[src/rtl/idt_cfg_ctrl.sv]
// Serial programmer for the IDT clock synthesizer: accepts a config request, shifts the 24-bit word, strobes, waits for PLL settle.
// Optional IDT_CFG_AUTOSTART_EN: program a built-in default word once after reset release without a request.
module idt_cfg_ctrl #(
    parameter int SCLK_HALF     = 4,
    parameter int STROBE_CYCLES = 4,
    parameter int SETTLE_CYCLES = 1000000
) (
    input  logic       osc_clk,
    input  logic       osc_reset,
    input  logic       cfg_valid,
    output logic       cfg_ready,
    input  logic [6:0] cfg_r,
    input  logic [8:0] cfg_v,
    input  logic [2:0] cfg_s,
    input  logic [1:0] cfg_f,
    input  logic       cfg_ttl,
    input  logic [1:0] cfg_c,
    output logic       busy,
    output logic       done,
    output logic       idt_sclk,
    output logic       idt_data,
    output logic       idt_strobe
);
    // state    | meaning
    // IDLE     | waiting for a request, cfg_ready high
    // SHIFT_LO | sclk low, data presents sr[23]
    // SHIFT_HI | sclk high, device samples data on the rising edge
    // STROBE   | load strobe high after the 24th bit
    // SETTLE   | waiting for the PLL to lock before reporting done
    typedef enum logic [2:0] {IDLE, SHIFT_LO, SHIFT_HI, STROBE, SETTLE} state_t;

    localparam int M1   = (SCLK_HALF > STROBE_CYCLES) ? SCLK_HALF : STROBE_CYCLES;
    localparam int MAXC = (M1 > SETTLE_CYCLES) ? M1 : SETTLE_CYCLES;
    localparam int CW   = (MAXC > 1) ? $clog2(MAXC) : 1;

    localparam logic [CW-1:0] HALF_LAST   = CW'(SCLK_HALF - 1);
    localparam logic [CW-1:0] STROBE_LAST = CW'(STROBE_CYCLES - 1);
    localparam logic [CW-1:0] SETTLE_LAST = CW'(SETTLE_CYCLES - 1);

    state_t        state, state_nxt;
    logic [CW-1:0] cnt, cnt_nxt;
    logic [23:0]   sr, sr_nxt;
    logic [4:0]    bit_cnt, bit_cnt_nxt;
    logic          done_nxt, ready_nxt;
    logic          start;
    logic [23:0]   cfg_word, load_word;

    assign cfg_word = {cfg_c, cfg_ttl, cfg_f, cfg_s, cfg_v, cfg_r};

`ifdef IDT_CFG_AUTOSTART_EN
    // R=31, V=41, S=1, F=2, TTL=1, C=0: 148.5 MHz from a 100 MHz reference
    localparam logic [23:0] DEFAULT_WORD = {2'b00, 1'b1, 2'b10, 3'b001, 9'd41, 7'd31};
    localparam logic        READY_RST    = 1'b0;
    logic auto_pend, auto_pend_nxt;
    assign auto_pend_nxt = auto_pend && (state != IDLE);
    assign start         = auto_pend || (cfg_valid && cfg_ready);
    assign load_word     = auto_pend ? DEFAULT_WORD : cfg_word;
`else
    localparam logic READY_RST = 1'b1;
    assign start     = cfg_valid && cfg_ready;
    assign load_word = cfg_word;
`endif

    always_ff @(posedge osc_clk or posedge osc_reset) begin
        if (osc_reset) begin
            state      <= IDLE;
            cnt        <= '0;
            sr         <= '0;
            bit_cnt    <= '0;
            cfg_ready  <= READY_RST;
            busy       <= 1'b0;
            done       <= 1'b0;
            idt_sclk   <= 1'b0;
            idt_data   <= 1'b0;
            idt_strobe <= 1'b0;
`ifdef IDT_CFG_AUTOSTART_EN
            auto_pend  <= 1'b1;
`endif
        end else begin
            state      <= state_nxt;
            cnt        <= cnt_nxt;
            sr         <= sr_nxt;
            bit_cnt    <= bit_cnt_nxt;
            cfg_ready  <= ready_nxt;
            busy       <= (state_nxt != IDLE);
            done       <= done_nxt;
            idt_sclk   <= (state_nxt == SHIFT_HI);
            idt_data   <= ((state_nxt == SHIFT_LO) || (state_nxt == SHIFT_HI)) && sr_nxt[23];
            idt_strobe <= (state_nxt == STROBE);
`ifdef IDT_CFG_AUTOSTART_EN
            auto_pend  <= auto_pend_nxt;
`endif
        end
    end

    always_comb begin
        state_nxt   = state;
        cnt_nxt     = cnt;
        sr_nxt      = sr;
        bit_cnt_nxt = bit_cnt;
        done_nxt    = 1'b0;
        case (state)
            IDLE: begin
                if (start) begin
                    sr_nxt      = load_word;
                    bit_cnt_nxt = '0;
                    cnt_nxt     = '0;
                    state_nxt   = SHIFT_LO;
                end
            end
            SHIFT_LO: begin
                if (cnt == HALF_LAST) begin
                    cnt_nxt   = '0;
                    state_nxt = SHIFT_HI;
                end else begin
                    cnt_nxt = cnt + CW'(1);
                end
            end
            SHIFT_HI: begin
                if (cnt == HALF_LAST) begin
                    cnt_nxt     = '0;
                    sr_nxt      = {sr[22:0], 1'b0};
                    bit_cnt_nxt = bit_cnt + 5'd1;
                    state_nxt   = (bit_cnt == 5'd23) ? STROBE : SHIFT_LO;
                end else begin
                    cnt_nxt = cnt + CW'(1);
                end
            end
            STROBE: begin
                if (cnt == STROBE_LAST) begin
                    cnt_nxt   = '0;
                    state_nxt = SETTLE;
                end else begin
                    cnt_nxt = cnt + CW'(1);
                end
            end
            SETTLE: begin
                if (cnt == SETTLE_LAST) begin
                    cnt_nxt   = '0;
                    done_nxt  = 1'b1;
                    state_nxt = IDLE;
                end else begin
                    cnt_nxt = cnt + CW'(1);
                end
            end
            default: state_nxt = IDLE;
        endcase
`ifdef IDT_CFG_AUTOSTART_EN
        ready_nxt = (state_nxt == IDLE) && !auto_pend_nxt;
`else
        ready_nxt = (state_nxt == IDLE);
`endif
    end
endmodule

[config.mk]
export PLATFORM = sky130hd
export DESIGN_NAME = idt_cfg_ctrl
export DESIGN_NICKNAME = d
export VERILOG_FILES = /design/src/rtl/idt_cfg_ctrl.sv
export SDC_FILE = /design/constraint.sdc
export NUM_CORES = 1
export LEC_CHECK = 0
export ABC_AREA = 1
export ABC_CLOCK_PERIOD_IN_PS = 2400
export CAP_MARGIN = 20
export CORE_ASPECT_RATIO = 0.7
export CORE_UTILIZATION = 25
export CTS_BUF_LIST = sky130_fd_sc_hd__clkbuf_4 sky130_fd_sc_hd__clkbuf_8
export CTS_CLUSTER_DIAMETER = 100
export DETAILED_ROUTE_END_ITERATION = 12
export PLACE_DENSITY = 0.51
export SLEW_MARGIN = 0
export SYNTH_ARGS = -nofsm -noshare
export SYNTH_HDL_FRONTEND = slang
export SYNTH_SLANG_ARGS = --single-unit
[constraint.sdc]
create_clock -name osc_clk -period 2.4 [get_ports osc_clk]
set_clock_uncertainty 0.15 [all_clocks]
set_input_delay 0.48 -clock osc_clk [delete_from_list [all_inputs] [get_ports osc_clk]]
set_output_delay 0.48 -clock osc_clk [all_outputs]
set_load 0.05 [all_outputs]
==> results.yml <==
setup_path:
  cp_slowest_cell: "clkdlybuf4s50_1"
  startpoint_type: "register"
  path_depth: 1
  crit_family: "buffers and inverters"
  critPathBufInv: 1
  ff2ff_path_depth: 11
  worstSetupStartpoint: "cfg_ready$_DFF_PP1_"
  worstPathArrival_ns: 1.68
  worstPathRequired_ns: 1.77
  crit_type: "register to output pin"
  r2r-start: "cnt[0]$_DFFE_PP0P_"
  worstPathCellList: "clkdlybuf4s50_1"
  cpPeakStageDelay_ns: 0.80
  crit_path_max_fanout: 2
  endpoint_kind: "output pin"
route:
  wl_um: 6783
  ant_nets: 0
  via_count: 2413
  wl_per_cell_um: 12.27
  viasPerCell: 4.363
  dr.pass1.iters: 4
  drt_iter0_markers: 141
  drc_errors: 0
synth:
  yosysTopAreaCell: "dfrtp_1"
  synth_area_leaders: "dfrtp_1, nand2_1, inv_1"
  yosysUniqueCellTypes: 30
  syn_avg_cell_area_sq_um: 8.333
  ys_ff_latch: 58
  synth_area_sq_um: 2967
  netlist.area_leader.share_pct: 48.08
  seq_area_frac_synth_pct: 48.97
  yosysWarnings: 0
  syn_inst: 356
  syn_nets: 385
power:
  switchingPower_uw: 396.4
  power.total_uw: 1984
  seq_power_share_pct: 49.3
  max-vdd-ir-drop_v: 0.0002171
  switching_share_pct: 19.98
  intPower_uw: 1588
  p_leak_uw: 0.001706
  powerDensity_nw_per_um2: 538.9
  combPwrFrac_pct: 3.3
  p_clk_share_pct: 47.4
sta:
  rsz0062_at_grt: "no"
  fmax_mhz: 432.2
  max_slew_margin_pct: 65.43
  fin_crit_sh_pct: 96.40
  finalSetupViolCount: 0
  worstMarginPinSlew_ns: 0.5169
  fin_crit_ns: 2.314
  finalHoldViolations: 0
  maxSlewViolCount: 0
  tns_ns: 0
global_route:
  gr-total-overflow: 0
  grt_use_total_pct: 11.98
  grt_pass1_wl_um: 11260
  grt_pass1_vias: 2263
  grt_max_degree: 49
  antenna_found_initial: 0
place:
  globalplace.congestion: 0.8372
  io_buffers: 32
  hpwl_um: 5045
clock_tree:
  cts_max_level: 3
  clk_latency_ns: 0.34
  clock-root-buffer: "clkbuf_8"
  cts_buffer_depth: 2
  cts-resized-gates: 0
  cts_made_buffers: 9
  holdBufCountCts: 0
  cts_tree: "done"
  cts_setup_buffers: 0
  clock-sinks: 58
  cts.clk_slew.worst_paths_ns: 0.06
final_layout:
  post-route-util_pct: 32.61
  final_common_cell: "nand2_1"
  area.growth.synth_to_final_pct: 24.12
  drive_above_1_share_pct: 10.25
  num-nets-final: 424
  fill_cells: 1216
  layout_common_cells: "nand2_1, dfrtp_1, inv_1"
  antenna_cells: 0
floorplan:
  die-height_um: 93.14
  row_count: 32
  core_area_sq_um: 11290
  initial_utilization_pct: 26.27
  ioPinCount: 33
  die_w_um: 132.2
  dieArea_sq_um: 12310
outcome:
  status: "finished, final reports clean"
hold_path:
  min-delay-path-class: "input port to asynchronous set/reset pin"
flow_run:
  drv_cap: 0
sequential cells by signal, indices dropped and copies added (netlist names):
name and cells:
idt_data 1, idt_sclk 1, bit_cnt 5, done 1
idt_strobe 1, busy 1, state 3, cfg_ready 1
sr 24, cnt 20
cells in the mapped netlist:
library cell  instances
nand3_1              22
nand2_2               3
xor2_1               11
nor2_1               51
o221ai_1             22
nor3_1                6
buf_2                 2
ha_1                  2
nor2_4                2
o21ai_0               6
nand3_2               2
and3_1                1
inv_4                 1
o211ai_1              1
nand4_1               7
a41oi_1               1
nand4_4               1
nand3_4               1
inv_1                53
xnor2_1               2
dfstp_2               1
buf_4                 4
nor2_2                4
clkbuf_1              2
inv_2                 3
dfrtp_1              57
nand2_1              78
nand4_2               2
o31ai_1               3
a21oi_1               5
metal layers:
layer | wire [um] | global-route usage, % | up-vias
li1 | - | - | 1238
met1 | 3520 | 16.76 | 1142
met2 | 2967 | 16.71 | 27
met3 | 203 | 3.902 | 6
met4 | 93 | 5.172 | 0
met5 | 0 | 0 | -
cell families (layout without fill, tap and decap cells):
kind of cell,count (synthesis),count (layout),share of synthesized area [%]
buffers and inverters,65,109,8.899
adders and majority gates,2,2,0.8434
AOI/OAI and AO/OA,38,38,9.658
DFF,58,58,48.97
xor gates and xnor gates,13,13,3.838
and+or+nand+nor,180,180,27.79
metrics by stage:
stage                     instances  hold WS (ns)  instance area, sq um  worst slack (ns)
after global placement          537        0.3416                  3473            0.2708
after floorplan                 356        0.3179                  2967            0.3437
after detailed placement        537        0.3563                  3473            0.2112
final                           553        0.2405                  3682           0.08628
after global routing            553        0.2452                  3682           0.03278
after CTS                       553        0.2305                  3682           0.04714
layout make-up:
type,count,area (sq um),area share [%]
clock buffers,14,173.9,4.723
clock inverters,2,35.03,0.9514
inverters,57,216.5,5.878
multi-input cells,233,1250,33.95
flip-flops and latches,58,1453,39.45
well taps,153,191.4,5.199
repair buffers,36,362.8,9.854
power groups by stage:
stage	clock network [uW]	logic (uW)	registers, uW
after global placement	0	69.0	996
final	941	65.6	978
after detailed placement	0	68.3	996
after CTS	976	68.4	978
after global routing	1020	72.4	977
after floorplan	0	14.3	996
path summary, 6_finish.rpt:
kind,to,slack (ns)
worst min-delay path,sr[13]$_DFFE_PP0P_,0.24
worst min register to register,bit_cnt[1]$_DFFE_PP0P_,0.37
worst max-delay path,cfg_ready,0.09
max in group asynchronous,cnt[7]$_DFFE_PP0P_,1.34
min in group osc_clk,bit_cnt[1]$_DFFE_PP0P_,0.37
worst max register to register,cnt[18]$_DFFE_PP0P_,0.38
No activity file was read; power rests on OpenSTA's default activity.
